[src/rtl/router_pkg.sv]
// Shared router definitions: FSM state encodings used by the router control blocks.
package router_pkg;

    typedef logic [3:0] state_t;

    localparam state_t S_DECODE_ADDRESS     = 4'd0;
    localparam state_t S_LOAD_FIRST_DATA    = 4'd1;
    localparam state_t S_LOAD_DATA          = 4'd2;
    localparam state_t S_FIFO_FULL_STATE    = 4'd3;
    localparam state_t S_LOAD_AFTER_FULL    = 4'd4;
    localparam state_t S_LOAD_PARITY        = 4'd5;
    localparam state_t S_CHECK_PARITY_ERROR = 4'd6;
    localparam state_t S_WAIT_TILL_EMPTY    = 4'd7;
    localparam state_t S_DROP_PACKET        = 4'd8;

endpackage

[src/rtl/router_wait_timer.sv]
// Saturating cycle counter for the WAIT_TILL_EMPTY timeout; tc flags the last allowed cycle.
module router_wait_timer #(
    parameter int unsigned WAIT_MAX = 0
) (
    input  logic clock,
    input  logic reset,
    input  logic clear,
    input  logic enable,
    output logic tc
);

    localparam int unsigned CNT_W = (WAIT_MAX > 0) ? $clog2(WAIT_MAX + 1) : 1;

    logic [CNT_W-1:0] count;

    always_ff @(posedge clock or posedge reset) begin
        if (reset) begin
            count <= '0;
        end else if (clear) begin
            count <= '0;
        end else if (enable && (count != CNT_W'(WAIT_MAX))) begin
            count <= count + CNT_W'(1);
        end
    end

    // With WAIT_MAX == 0 the timeout is disabled and tc never asserts
    assign tc = (WAIT_MAX > 0) && (count == CNT_W'(WAIT_MAX - 1));

endmodule

[src/rtl/router_fsm_mc.sv]
// Multi-channel router control FSM: decodes header address, sequences payload/parity
// writes, waits for or drops packets, with Moore state decodes.
module router_fsm_mc
    import router_pkg::*;
#(
    parameter int unsigned NUM_CH   = 3,
    parameter int unsigned ADDR_W   = 2,
    parameter int unsigned WAIT_MAX = 0
) (
    input  logic              clock,
    input  logic              reset,
    input  logic              pkt_valid,
    input  logic [ADDR_W-1:0] data_in,
    input  logic              fifo_full,
    input  logic [NUM_CH-1:0] fifo_empty,
    input  logic [NUM_CH-1:0] soft_reset,
    input  logic              parity_done,
    input  logic              low_pkt_valid,
    output logic              detect_add,
    output logic              lfd_state,
    output logic              ld_state,
    output logic              full_state,
    output logic              laf_state,
    output logic              rst_int_reg,
    output logic              write_enb_reg,
    output logic              busy,
    output logic              drop_state,
    output logic              timeout_err,
    output logic [NUM_CH-1:0] ch_sel
);

    state_t            state;
    state_t            next_state;
    logic [ADDR_W-1:0] addr;
    logic              in_range;
    logic              empty_in;
    logic              empty_addr;
    logic              sr_addr;
    logic              sr_hit;
    logic              wait_clear;
    logic              wait_en;
    logic              wait_tc;

    // Channel lookups via compare loops so out-of-range header addresses never index the vectors
    always_comb begin
        empty_in   = 1'b0;
        empty_addr = 1'b0;
        sr_addr    = 1'b0;
        for (int unsigned i = 0; i < NUM_CH; i++) begin
            if (data_in == ADDR_W'(i)) empty_in = fifo_empty[i];
            if (addr == ADDR_W'(i)) begin
                empty_addr = fifo_empty[i];
                sr_addr    = soft_reset[i];
            end
        end
    end

    assign in_range = (32'(data_in) < NUM_CH);
    assign sr_hit   = (state != S_DECODE_ADDRESS) && sr_addr;

    always_comb begin
        next_state = state;
        case (state)
            S_DECODE_ADDRESS: begin
                if (pkt_valid) begin
                    if (!in_range)     next_state = S_DROP_PACKET;
                    else if (empty_in) next_state = S_LOAD_FIRST_DATA;
                    else               next_state = S_WAIT_TILL_EMPTY;
                end
            end
            S_LOAD_FIRST_DATA: next_state = S_LOAD_DATA;
            S_LOAD_DATA: begin
                if (fifo_full)       next_state = S_FIFO_FULL_STATE;
                else if (!pkt_valid) next_state = S_LOAD_PARITY;
            end
            S_FIFO_FULL_STATE: begin
                if (!fifo_full) next_state = S_LOAD_AFTER_FULL;
            end
            S_LOAD_AFTER_FULL: begin
                if (parity_done)        next_state = S_DECODE_ADDRESS;
                else if (low_pkt_valid) next_state = S_LOAD_PARITY;
                else                    next_state = S_LOAD_DATA;
            end
            S_LOAD_PARITY: next_state = S_CHECK_PARITY_ERROR;
            S_CHECK_PARITY_ERROR: begin
                next_state = fifo_full ? S_FIFO_FULL_STATE : S_DECODE_ADDRESS;
            end
            S_WAIT_TILL_EMPTY: begin
                if (empty_addr)   next_state = S_LOAD_FIRST_DATA;
                else if (wait_tc) next_state = S_DROP_PACKET;
            end
            S_DROP_PACKET: begin
                if (!pkt_valid) next_state = S_DECODE_ADDRESS;
            end
            default: next_state = S_DECODE_ADDRESS;
        endcase
        if (sr_hit) next_state = S_DECODE_ADDRESS;
    end

    always_ff @(posedge clock or posedge reset) begin
        if (reset) begin
            state <= S_DECODE_ADDRESS;
            addr  <= '0;
        end else begin
            state <= next_state;
            if (sr_hit) begin
                addr <= '0;
            end else if ((state == S_DECODE_ADDRESS) && pkt_valid && in_range) begin
                addr <= data_in;
            end
        end
    end

    assign wait_clear = (state != S_WAIT_TILL_EMPTY) && (next_state == S_WAIT_TILL_EMPTY);
    assign wait_en    = (state == S_WAIT_TILL_EMPTY);

    router_wait_timer #(
        .WAIT_MAX (WAIT_MAX)
    ) u_wait_timer (
        .clock  (clock),
        .reset  (reset),
        .clear  (wait_clear),
        .enable (wait_en),
        .tc     (wait_tc)
    );

    // Pulse only when the timeout actually causes the drop (a soft reset wins)
    assign timeout_err = (state == S_WAIT_TILL_EMPTY) && !empty_addr && wait_tc && !sr_addr;

    assign detect_add    = (state == S_DECODE_ADDRESS);
    assign lfd_state     = (state == S_LOAD_FIRST_DATA);
    assign ld_state      = (state == S_LOAD_DATA);
    assign full_state    = (state == S_FIFO_FULL_STATE);
    assign laf_state     = (state == S_LOAD_AFTER_FULL);
    assign rst_int_reg   = (state == S_CHECK_PARITY_ERROR);
    assign drop_state    = (state == S_DROP_PACKET);
    assign write_enb_reg = (state == S_LOAD_DATA) || (state == S_LOAD_AFTER_FULL) ||
                           (state == S_LOAD_PARITY);
    assign busy          = !((state == S_DECODE_ADDRESS) || (state == S_LOAD_DATA) ||
                             (state == S_DROP_PACKET));

    always_comb begin
        ch_sel = '0;
        if ((state != S_DECODE_ADDRESS) && (state != S_DROP_PACKET)) begin
            for (int unsigned i = 0; i < NUM_CH; i++) begin
                ch_sel[i] = (addr == ADDR_W'(i));
            end
        end
    end

endmodule

[config.mk]
export PLATFORM = sky130hd
export DESIGN_NAME = router_fsm_mc
export DESIGN_NICKNAME = d
export VERILOG_FILES = /design/src/rtl/router_pkg.sv /design/src/rtl/router_wait_timer.sv /design/src/rtl/router_fsm_mc.sv
export SDC_FILE = /design/constraint.sdc
export NUM_CORES = 1
export LEC_CHECK = 0
export BUFFER_PORTS_ARGS = -buffer_cell sky130_fd_sc_hd__buf_2
export CAP_MARGIN = 20
export CORE_MARGIN = 5
export CORE_UTILIZATION = 30
export CTS_BUF_LIST = sky130_fd_sc_hd__clkbuf_4
export DETAILED_ROUTE_END_ITERATION = 7
export GPL_ROUTABILITY_DRIVEN = 1
export GPL_TIMING_DRIVEN = 0
export PLACE_DENSITY = 0.53
export REMOVE_ABC_BUFFERS = 1
export SETUP_SLACK_MARGIN = 0.4
export SYNTH_ARGS = -nofsm -noshare
export SYNTH_HDL_FRONTEND = slang
export SYNTH_SLANG_ARGS = --single-unit
[constraint.sdc]
create_clock -name clock -period 1.94 [get_ports clock]
set_input_delay 0.097 -clock clock [delete_from_list [all_inputs] [get_ports clock]]
set_output_delay 0.097 -clock clock [all_outputs]
set_load 0.01 [all_outputs]
==> impl_metrics.tcl <==
set metrics [dict create \
    status "finished clean" \
    pwr-share-clk 0.077 \
    p_sw_frac 0.4537 \
    ioPinCount 27 \
    antennaDiodeCount 0 \
    core_area_sq_um 2432 \
    power.switching_uw 704.7 \
    die_area_sq_um 3573 \
    postRouteAntennaNets 0 \
    pwr_density_cell_nw_per_um2 1432 \
    die_height_um 59.78 \
    clkTransAtPathRegs_ps 50 \
    ys_top_cells_by_area "dfrtp_1 20%, buf_6 9.1%, a211oi_4 5.4%" \
    fin_crit_sh 0.8064 \
    routed_wl_um 2273 \
    combPwrFrac 0.742 \
    slew_violations 0 \
    p_int_uw 848.5 \
    final_common_cell "buf_2" \
    layout.cells.most_common_list "25 x buf_2, 17 x buf_4, 10 x nor2_1" \
    critPathRequiredTime_ps 2110 \
    critPathTopFamily "compound AO/OA/AOI/OAI gates" \
    yosysTopAreaCell "dfrtp_1" \
    cts_tree "built" \
    synth_warnings 0 \
    drt-initial-drc-count 13 \
    total_leakage_power_nw 0.5001 \
    grt_pass1_vias 733 \
    yosysSeqAreaShare 0.2020 \
    antenna_found_initial 0 \
    cts_root_buf "clkbuf_4" \
    clock_latency_ps 250 \
    cap_violations 0 \
    seq_power_share 0.181 \
    die_x_um 59.78 \
    initial_utilization 0.3056 \
    end_kind "register" \
    hold_viol 0 \
    hp-class "in -> reg" \
    fin_crit_ps 1564 \
    path_buf_inv 2 \
    synth_edf_count 0 \
    timing.final.ws_setup_ps 375.7 \
    grt.total_usage 0.1112 \
    start_kind "register" \
    tns_ps 0 \
    drive_gt1_frac 0.5263 \
    r2r_slack_ps 380 \
    cts_sinks 6 \
    finClkSkew_ps 1.676 \
    synthArstFlopShare 1.000 \
    setup_viol 0 \
    layout.nets 149 \
    cp_slowest_cell "dfrtp_2" \
    io_buffers 25 \
    critical_path_class "reg -> reg" \
    cp.arrival_ps 1730 \
    drtPass1Iterations 4 \
    max_stage_delay_ps 410 \
    vias 850 \
    synth_top_area_frac 0.2020 \
    synthFlopType "dfrtp_1" \
    synthToLayoutAreaGrowth_pct 45.96 \
    netlist_instances 92 \
    grt_overflow 0 \
    critical_path.max_fanout 4 \
    max_freq_ghz 0.6392 \
    hpwl_um 1356 \
    gp_congestion 0.8005 \
    clockBufferDepth 2 \
    ys_ff_latch 6 \
    irDropWorstVdd_mv 0.5076 \
    cts-htree-levels 1 \
    grt_pass1_wl_um 3098 \
    rows 18 \
    syn_area_per_cell_sq_um 8.078 \
    yosys.cell_types.count 40 \
    rsz0062_at_grt "yes" \
    drc 0 \
    grt_max_degree 11 \
    viasPerCell 5.215 \
    wl_per_cell_um 13.94 \
    p_total_mw 1.553 \
    pre_cts_slack_ps 131.2 \
    synthesis.area_sq_um 743.2 \
    cts_buffers 3 \
    path_cells "buf_6 -> buf_4 -> nor3_1 -> o311a_1 -> o21ai_0 -> a21oi_1" \
]
-- cells in the mapped netlist (all sizes together) (2+ instances only) --
cell	number
a211oi	3
nand2	9
nand3b	2
o31ai	2
nand2b	2
a21oi	5
o22ai	2
o211ai	2
o21ai	2
nor4	2
nor3b	2
dfrtp	6
nor3	6
o32ai	2
inv	5
mux2i	3
nor2	12
buf	9
-- worst min-delay path: cells and delay by family --
kind	cells	cell delay, ps
simple gates	1	70
buf+inv	1	130
compound gates	1	80
-- layer usage --
layer | wire, um | GRT usage | share of wire
met5 | 0 | 0 | 0
met4 | 68 | 0.04430 | 0.030
met3 | 100 | 0.01944 | 0.044
met2 | 1260 | 0.1944 | 0.55
met1 | 845 | 0.1328 | 0.37
-- path summary, 6_finish.rpt --
kind / from / end / cells after the start
min in group asynchronous: reset / addr[0] / 3
worst min-delay path: pkt_valid / state[3] / 3
worst max register to register: state[0] / state[1] / 6
worst min register to register: addr[1] / addr[1] / 2
max in group asynchronous: reset / state[2] / 3
worst max-delay path: state[0] / state[1] / 6
-- what timing repair did --
item / 4_1_cts / 5_1_grt
endpoints found under the setup margin: 14 / 10
hold endpoints to repair: 6 / 0
hold buffers: 1 / 0
gates resized for setup: 6 / 14
pin swaps: 0 / 9
setup buffers: 7 / 14
-- cells by family after synthesis --
group                  share of synthesized area
buffers and inverters                     0.1532
other                                   0.005046
AND/OR/NAND/NOR                           0.3637
flip-flops                                0.2020
multiplexers                             0.04041
AO/OA/AOI/OAI                             0.2357
-- flip-flops by register name (all words and copies together), names as in the netlist --
signal	cells
addr	2
state	4
-- power groups by stage --
stage	Sequential (mW)	Clock (mW)	Combinational, mW
after global routing	0.291	0.132	1.25
final	0.281	0.120	1.15
after detailed placement	0.333	0	0.647
after global placement	0.331	0	0.647
after CTS	0.296	0.117	0.799
after floorplan	0.290	0	0.473
-- metrics by stage --
stage | hold slack, ps | instance area (sq um) | cells | utilization
after global routing | 181.7 | 1085 | 163 | 0.4460
final | 167.3 | 1085 | 163 | 0.4460
after global placement | 9.773 | 815.8 | 138 | 0.3354
after floorplan | -112.0 | 653.1 | 83 | -
after CTS | 164.8 | 927.1 | 149 | 0.3812
after detailed placement | 3.890 | 815.8 | 138 | 0.3354
-- final cells by class --
type,instances,area [sq um]
clock buffers,3,22.52
fillers,262,1348
inverters,6,25.02
multi-input cells,71,526.8
flip-flops and latches,6,156.4
well taps,30,37.54
repair buffers,47,316.6
Note: power is estimated with default switching activity, not from simulation.
